==> src/rtl/fme_cost_select.sv <==
// Fractional-ME cost selector: accumulates per-candidate SAD on top of lambda*R for
// 12 candidates, then walks them one per cycle to find the minimum total cost.
`timescale 1ns/1ps

module fme_cost_select #(
    parameter int DATAWIDTH = 8,
    parameter int SADWIDTH  = 12,
    parameter int ACCWIDTH  = 16,
    parameter int NBLK      = 16
) (
    input  logic                    clock,
    input  logic                    reset,
    input  logic                    enable,
    input  logic                    start,
    input  logic [12*DATAWIDTH-1:0] lambdar_in,
    input  logic                    sad_valid,
    input  logic [12*SADWIDTH-1:0]  sad_in,
    output logic                    busy,
    output logic                    done,
    output logic [3:0]              best_idx,
    output logic [ACCWIDTH-1:0]     best_cost
);

    localparam int NCAND = 12;

    typedef enum logic [1:0] {S_IDLE, S_ACCUM, S_SEARCH, S_DONE} state_t;

    state_t                state_q, state_d;
    logic [ACCWIDTH-1:0]   acc_q [NCAND];
    logic [ACCWIDTH-1:0]   acc_d [NCAND];
    logic [ACCWIDTH-1:0]   acc_sum [NCAND];
    logic [ACCWIDTH:0]     sum_wide [NCAND];
    logic [7:0]            beat_q, beat_d;
    logic [3:0]            idx_q, idx_d;
    logic [3:0]            cand;
    logic [ACCWIDTH-1:0]   best_cost_r_q, best_cost_r_d;
    logic [3:0]            best_idx_r_q, best_idx_r_d;
    logic                  busy_q, busy_d;
    logic                  done_q, done_d;
    logic [3:0]            best_idx_q, best_idx_d;
    logic [ACCWIDTH-1:0]   best_cost_q, best_cost_d;

    // Saturating add of the current SAD beat; one extra bit catches the carry-out.
    always_comb begin
        for (int k = 0; k < NCAND; k++) begin
            sum_wide[k] = {1'b0, acc_q[k]} + (ACCWIDTH+1)'(sad_in[k*SADWIDTH +: SADWIDTH]);
            acc_sum[k]  = sum_wide[k][ACCWIDTH] ? {ACCWIDTH{1'b1}} : sum_wide[k][ACCWIDTH-1:0];
        end
    end

    assign cand = idx_q + 4'd1;

    // NOTE: every variable gets a default first so no path through the case infers a latch.
    always_comb begin
        state_d       = state_q;
        acc_d         = acc_q;
        beat_d        = beat_q;
        idx_d         = idx_q;
        best_cost_r_d = best_cost_r_q;
        best_idx_r_d  = best_idx_r_q;
        busy_d        = busy_q;
        done_d        = 1'b0;
        best_idx_d    = best_idx_q;
        best_cost_d   = best_cost_q;

        case (state_q)
            S_IDLE: begin
                if (start) begin
                    for (int k = 0; k < NCAND; k++) begin
                        acc_d[k] = ACCWIDTH'(lambdar_in[k*DATAWIDTH +: DATAWIDTH]);
                    end
                    beat_d  = 8'd0;
                    busy_d  = 1'b1;
                    state_d = S_ACCUM;
                end
            end
            S_ACCUM: begin
                if (sad_valid) begin
                    acc_d  = acc_sum;
                    beat_d = beat_q + 8'd1;
                    if (beat_q == 8'(NBLK - 1)) begin
                        // The search seeds from the value candidate 0 takes on this same edge.
                        state_d       = S_SEARCH;
                        idx_d         = 4'd0;
                        best_cost_r_d = acc_sum[0];
                        best_idx_r_d  = 4'd0;
                    end
                end
            end
            S_SEARCH: begin
                idx_d = cand;
                if (acc_q[cand] < best_cost_r_q) begin
                    best_cost_r_d = acc_q[cand];
                    best_idx_r_d  = cand;
                end
                if (cand == 4'(NCAND - 1)) begin
                    // Outputs take the final winner so done and best_* appear together.
                    state_d     = S_DONE;
                    best_idx_d  = best_idx_r_d;
                    best_cost_d = best_cost_r_d;
                    done_d      = 1'b1;
                    busy_d      = 1'b0;
                end
            end
            S_DONE: begin
                state_d = S_IDLE;
            end
            default: state_d = S_IDLE;
        endcase
    end

    // NOTE: the accumulator array is reset with the rest so an aborted partition leaves no residue.
    always_ff @(posedge clock or negedge reset) begin
        if (!reset) begin
            state_q       <= S_IDLE;
            for (int k = 0; k < NCAND; k++) acc_q[k] <= '0;
            beat_q        <= '0;
            idx_q         <= '0;
            best_cost_r_q <= '0;
            best_idx_r_q  <= '0;
            busy_q        <= 1'b0;
            done_q        <= 1'b0;
            best_idx_q    <= '0;
            best_cost_q   <= '0;
        end else if (enable) begin
            state_q       <= state_d;
            acc_q         <= acc_d;
            beat_q        <= beat_d;
            idx_q         <= idx_d;
            best_cost_r_q <= best_cost_r_d;
            best_idx_r_q  <= best_idx_r_d;
            busy_q        <= busy_d;
            done_q        <= done_d;
            best_idx_q    <= best_idx_d;
            best_cost_q   <= best_cost_d;
        end
    end

    assign busy      = busy_q;
    assign done      = done_q;
    assign best_idx  = best_idx_q;
    assign best_cost = best_cost_q;

endmodule

==> config.mk <==
export PLATFORM = sky130hd
export DESIGN_NAME = fme_cost_select
export DESIGN_NICKNAME = d
export VERILOG_FILES = /design/src/rtl/fme_cost_select.sv
export SDC_FILE = /design/constraint.sdc
export NUM_CORES = 1
export LEC_CHECK = 0
export BUFFER_PORTS_ARGS = -buffer_cell sky130_fd_sc_hd__buf_2
export CORE_ASPECT_RATIO = 1.75
export CORE_MARGIN = 2
export CORE_UTILIZATION = 49
export DETAILED_ROUTE_END_ITERATION = 10
export MAX_ROUTING_LAYER = met4
export PLACE_DENSITY = 0.76
export SLEW_MARGIN = 10
export SYNTH_ARGS = -nofsm -noshare
export SYNTH_HDL_FRONTEND = slang
export SYNTH_SLANG_ARGS = --single-unit
==> constraint.sdc <==
create_clock -name clock -period 8.43 [get_ports clock]
set_clock_uncertainty 0.15 [all_clocks]
set_input_delay 0.4215 -clock clock [delete_from_list [all_inputs] [get_ports clock]]
set_output_delay 0.4215 -clock clock [all_outputs]
set_load 0.1 [all_outputs]
# Word-level counts from Yosys, hierarchy flattened

Index checks and enable logic that the tools add are counted.

Bits in registers: 248
Output and inout bits: 22
Logic and storage cells: 96

Add/subtract/negate cells: 14
$lt $le $gt $ge: 2
Equality and inequality tests: 9
Mux-type cells: 40
Bitwise logic cells: 1
Reductions and logical operators: 9

Operators by type and width:

| operator            | count |
|---|---|
| $mux 192            | 2 |
| $pmux 192 s2        | 1 |
| $mux 16             | 17 |
| $add 16x12->17      | 12 |
| $bmux 16 s4         | 1 |
| $pmux 16 s2         | 1 |
| $lt 16x16->1        | 1 |
| $mux 8              | 2 |
| $pmux 4 s2          | 2 |
| $pmux 8 s2          | 1 |
| $mux 4              | 3 |
| $reduce_and 4->1    | 3 |
| $add 8x1->8 const B | 1 |
| $eq 8x4->1 const B  | 1 |
| $mux 2              | 4 |
| $ne 2x2->1 const B  | 4 |
| $pmux 2 s4          | 1 |
| $reduce_bool 2->1   | 3 |
| $ge 5x5->1 const B  | 1 |
| $not 4->5           | 1 |
| $reduce_and 5->1    | 1 |
| $add 4x1->4 const B | 1 |
| $eq 2x2->1 const B  | 2 |
| $eq 4x4->1 const B  | 1 |
| 5 further kinds     | 8 |

# Logic depth before layout (Yosys ltp)

Depth in word-level cells: 8
Gate-level depth with buffers: 21
Gate-level depth less buffers: 14

# Worst setup path before layout

No wires, ideal clock.

Path kind: register to register
Start: reg idx_q[0]
End: reg best_cost_r_q[13]
Data arrival time: 4.889 ns
Required time: 8.162 ns
Path slack: 3.273 ns
Cell stages (with the launch flop): 22
Path buffers: 7
Period minus slack after synthesis: 5.157 ns
Path through: dfrtp_1 -> buf_2 -> buf_2 -> buf_2 -> inv_1 -> ha_1 -> clkbuf_1 -> buf_2 -> buf_1 -> mux4_2 -> nand3_1 -> o21ai_0 -> ha_1 -> a21o_1 -> a221oi_1 -> o21ai_0 -> a2111oi_2 -> a2bb2oi_4 -> a21o_1 -> buf_2 -> a22o_1 -> a21o_1

Cells in the longest elaborated chain, start to end: 8

RTL lines:

| what                                          | RTL line | RTL |
|---|---|---|
| start: declaration                            | 34       | `logic [3:0] idx_q, idx_d;` |
| start signal: assignment                      | 129      | `idx_q <= idx_d;` |
| $add 4x1->4 *                                 | 51       | `assign cand = idx_q + 4'd1;` |
| $not 4->5 (not written as such) *             | 92, 93   |  |
| $bmux 16 s4 *                                 | 92, 93   |  |
| $mux 16 (not written as such) * (2 in series) | 92, 93   |  |
| $lt 16x16->1                                  | 92       | `if (acc_q[cand] < best_cost_r_q) begin` |
| $mux 16 *                                     | 92       |  |
| $pmux 16 s2 *                                 | 66       | `case (state_q)` |
| end signal: assignment                        | 130      | `best_cost_r_q <= best_cost_r_d;` |
| end: declaration                              | 36       | `logic [ACCWIDTH-1:0] best_cost_r_q, best_cost_r_d;` |

Mark *: on every way between the ends. The rest lies on a longest branch, timed or not. The select of a mux whose other input is x is not followed.
A chain may end at the register's enable or synchronous reset.

# Worst setup path after layout

Start: reg idx_q[0]
End: reg best_cost_r_q[14]

The elaborated chain is that of the path after synthesis.

==> flow_metrics.py <==
metrics = {
    "setup_path": {
        "r2r_cells": 15,
        "r2r_start": "idx_q[0]$_DFFE_PN0P_",
        "critPathMaxFanout": 54,
        "endpoint_kind": "flop",
        "path_cells": "buf_4 > nand3_2 > xor2_4 > buf_4 > mux2i_1 > o21ai_0 > ha_1 > a21o_1 > a221oi_1 > o21ai_0 > a2111oi_2 > a2bb2oi_4 > a21oi_1 > o22ai_1 > a21oi_1",
        "startpoint_type": "flop",
        "critPathBufInv": 2,
        "crit_slowest_cell": "a21oi_1",
        "cpLargestDelayFamily": "compound AO/OA/AOI/OAI gates",
        "path_depth": 15,
        "crit_required_ps": 8760,
        "rrSetupSlack_ps": 2670,
        "crit_type": "reg -> reg",
        "worst_r2r_endpoint": "best_cost_r_q[14]$_DFFE_PN0P_",
        "cp.arrival_ps": 6090,
        "slowest_delay_ps": 770,
    },
    "floorplanning": {
        "num_io_pins": 267,
        "start_util_pct": 49.3,
        "die_x_microns": 154,
        "num_rows": 96,
        "die_area_sq_mm": 0.0409,
        "core-area_sq_mm": 0.0390,
        "die_y_microns": 266,
    },
    "logic_synthesis": {
        "syn_avg_cell_area_sq_um": 8.90,
        "netlist_instances": 2162,
        "syn_area_sq_mm": 0.0192,
        "ys_seq_area_share_pct": 32.2,
        "yosys_warnings": 0,
        "synth_flop_cell": "dfrtp_1",
        "postSynth.asyncResetShare_pct": 100,
        "syn-num-nets": 2584,
        "synth-edff-count": 0,
        "ys_types": 74,
        "synth-seq-cells": 248,
    },
    "min_path": {
        "hold_path.class": "in -> reg",
        "holdPathEnd": "acc_q[116]$_DFFE_PN0P_",
        "hp-start": "lambdar_in[36]",
        "min_path_cells": 3,
    },
    "status": {
        "status": "completed",
    },
    "grt": {
        "grt_usage_pct": 34.8,
        "grt_use_met1_pct": 38.2,
        "busiest_layer": "met2",
        "gr-usage-met2_pct": 59.9,
        "grt_overflow": 0,
        "antenna_found_initial": 1,
        "grt_max_degree": 185,
        "grt_pass1_wl_microns": 107000,
        "grt.met3_usage_pct": 3.85,
        "grt_pass1_vias": 18700,
    },
    "route": {
        "wl_per_cell_microns": 24.1,
        "wirelength_microns": 69900,
        "drtIter0Drc": 1330,
        "first_pass_iters": 6,
        "via_count": 18700,
        "drc": 0,
        "via_per_inst": 6.46,
        "detail-route-antenna-nets": 0,
    },
    "pwr": {
        "power.density_mw_per_mm2": 364,
        "max-vdd-ir-drop_mv": 0.210,
        "p_leak_nw": 10.4,
    },
    "timing": {
        "post-route-min-period_ps": 5760,
        "rsz0062_at_grt": "no",
        "setup_tns_ps": 0,
        "fin_crit_sh_pct": 68.3,
        "setup_viol": 0,
        "finalHoldViolCount": 0,
        "relSlewSlack_pct": 17.0,
        "slew_viol_final": 0,
        "fmax_mhz": 174,
        "worst_pin_slew_ps": 1250,
    },
    "cts": {
        "numCtsBuffers": 26,
        "cts_resized": 0,
        "clock_path_buffers": 3,
        "path_clk_slew_ps": 70,
        "clock_latency_ps": 570,
        "cts_tree": "done",
        "root_buffer": "clkbuf_16",
        "htreeDepth": 1,
        "cts_num_sinks": 248,
        "cts_setup_buffers": 0,
    },
    "placed_design": {
        "dp_hpwl_microns": 53100,
        "gp_congestion": 0.983,
        "port_buffers": 266,
    },
    "layout": {
        "fin_util_pct": 56.5,
        "syn_to_final_growth_pct": 14.6,
        "final_nets": 2812,
        "drive_above_1_share_pct": 16.3,
        "num_antenna_cells": 0,
    },
    "flow_run": {
        "drv_cap": 0,
    },
}
-- report_power, final --
part           leakage (nW)  internal (mW)  switching (mW)
clock                 0.437          0.738           0.534
combinational          6.79           1.95            2.55
sequential             3.17           1.61           0.651
-- cell families after synthesis --
| group | synth area share [%] |
|---|---|
| mux | 7.44 |
| simple gates | 14.6 |
| buf+inv | 3.56 |
| flops | 32.2 |
| compound gates | 25.2 |
| fa+ha+maj | 12.0 |
| xor+xnor | 5.01 |
-- Yosys cell counts, types with 9 or more instances --
library cell,number,area [sq um]
dfrtp_1,248,6210
o21ai_0,213,1070
a21oi_1,209,1050
nand2_1,175,657
ha_1,165,2060
nor2_1,136,510
a21o_1,82,616
inv_1,77,289
a31oi_1,74,463
clkbuf_1,72,270
xnor2_1,62,543
nand3_1,52,260
nor3_1,49,245
mux4_2,48,1080
xor2_1,45,394
or3_1,37,231
mux2i_1,34,340
nor2b_1,33,206
o21a_1,32,240
a211oi_1,29,218
o22ai_1,23,144
and3_1,21,131
nand2b_1,20,125
and2_1,19,119
buf_1,14,52.6
o211ai_1,14,105
o21bai_1,13,97.6
fa_1,12,240
o21ai_1,12,60.1
buf_2,10,50.1
o2111ai_1,9,78.8
-- how the worst max path moves through the flow --
| stage | endpoint | slack [ps] | from |
|---|---|---|---|
| after floorplan | best_cost_r_q[13]$_DFFE_PN0P_ | 3270 | idx_q[0]$_DFFE_PN0P_ |
| after global placement | best_cost_r_q[2]$_DFFE_PN0P_ | 2710 | idx_q[0]$_DFFE_PN0P_ |
| after detailed placement | best_cost_r_q[7]$_DFFE_PN0P_ | 2660 | idx_q[0]$_DFFE_PN0P_ |
| after CTS | best_cost_r_q[14]$_DFFE_PN0P_ | 2640 | idx_q[0]$_DFFE_PN0P_ |
| after global routing | best_cost_r_q[14]$_DFFE_PN0P_ | 2250 | idx_q[0]$_DFFE_PN0P_ |
| final | best_cost_r_q[14]$_DFFE_PN0P_ | 2670 | idx_q[0]$_DFFE_PN0P_ |
-- final cells by class --
class,instances,area (sq um)
Fill cell,3427,17000
Multi-Input combinational cell,1738,12400
Sequential cell,248,6210
Timing Repair Buffer,299,1640
Clock buffer,39,751
Tap cell,490,613
Inverter,77,289
Clock inverter,9,151
-- stage by stage --
step / power (mW) / area [sq um] / std cells / hold WS, ps / worst slack, ps
detailed placement: 6.68 / 21000 / 2836 / 332 / 2660
CTS: 7.98 / 22100 / 2900 / 0.749 / 2640
global route: 8.58 / 22100 / 2900 / 29.3 / 2250
floorplan: 5.29 / 19200 / 2162 / -24.1 / 3270
global placement: 6.53 / 21000 / 2836 / 321 / 2710
finish: 8.04 / 22100 / 2900 / 5.90 / 2670
-- timing repair --
action | 4_1_cts | 5_1_grt
hold buffers | 16 | 0
setup endpoints to repair | 0 | 0
hold endpoints to repair | 120 | 0
-- flip-flops by register name, summed over array words and instances (netlist names) --
register / cells
acc_q: 192
beat_q: 8
best_cost: 16
best_cost_r_q: 16
best_idx: 4
best_idx_r_q: 4
busy: 1
done: 1
idx_q: 4
state_q: 2
-- layout by cell type (no fill, tap or decap), types with 32 or more instances in the layout --
master   Yosys  final
buf_2       10    265
dfrtp_1    248    247
o21ai_0    213    213
a21oi_1    209    208
nand2_1    175    175
ha_1       165    163
nor2_1     136    133
a21o_1      82     82
inv_1       77     77
a31oi_1     74     74
xnor2_1     62     62
nand3_1     52     52
nor3_1      49     49
mux4_2      48     48
xor2_1      45     44
or3_1       37     37
mux2i_1     34     34
nor2b_1     33     33
o21a_1      32     32
-- worst register-to-register path: cells and delay by family, from the launching register on --
family                   cells  cell delay (ps)
AND/OR/NAND/NOR              1              280
XOR/XNOR                     1              180
multiplexers                 1              150
flip-flops                   1              400
adder cells (fa/ha/maj)      1              340
buffers and inverters        2             1170
AO/OA/AOI/OAI                9             3010
-- routing by layer --
| layer | vias up | part of all wire, % |
|---|---|---|
| met1 | 9180 | 36 |
| met3 | 256 | 5.8 |
| met2 | 821 | 51 |
| li1 | 8482 | - |
| met4 | 0 | 7.9 |
| met5 | - | 0 |
(Power assumes the default switching activity.)
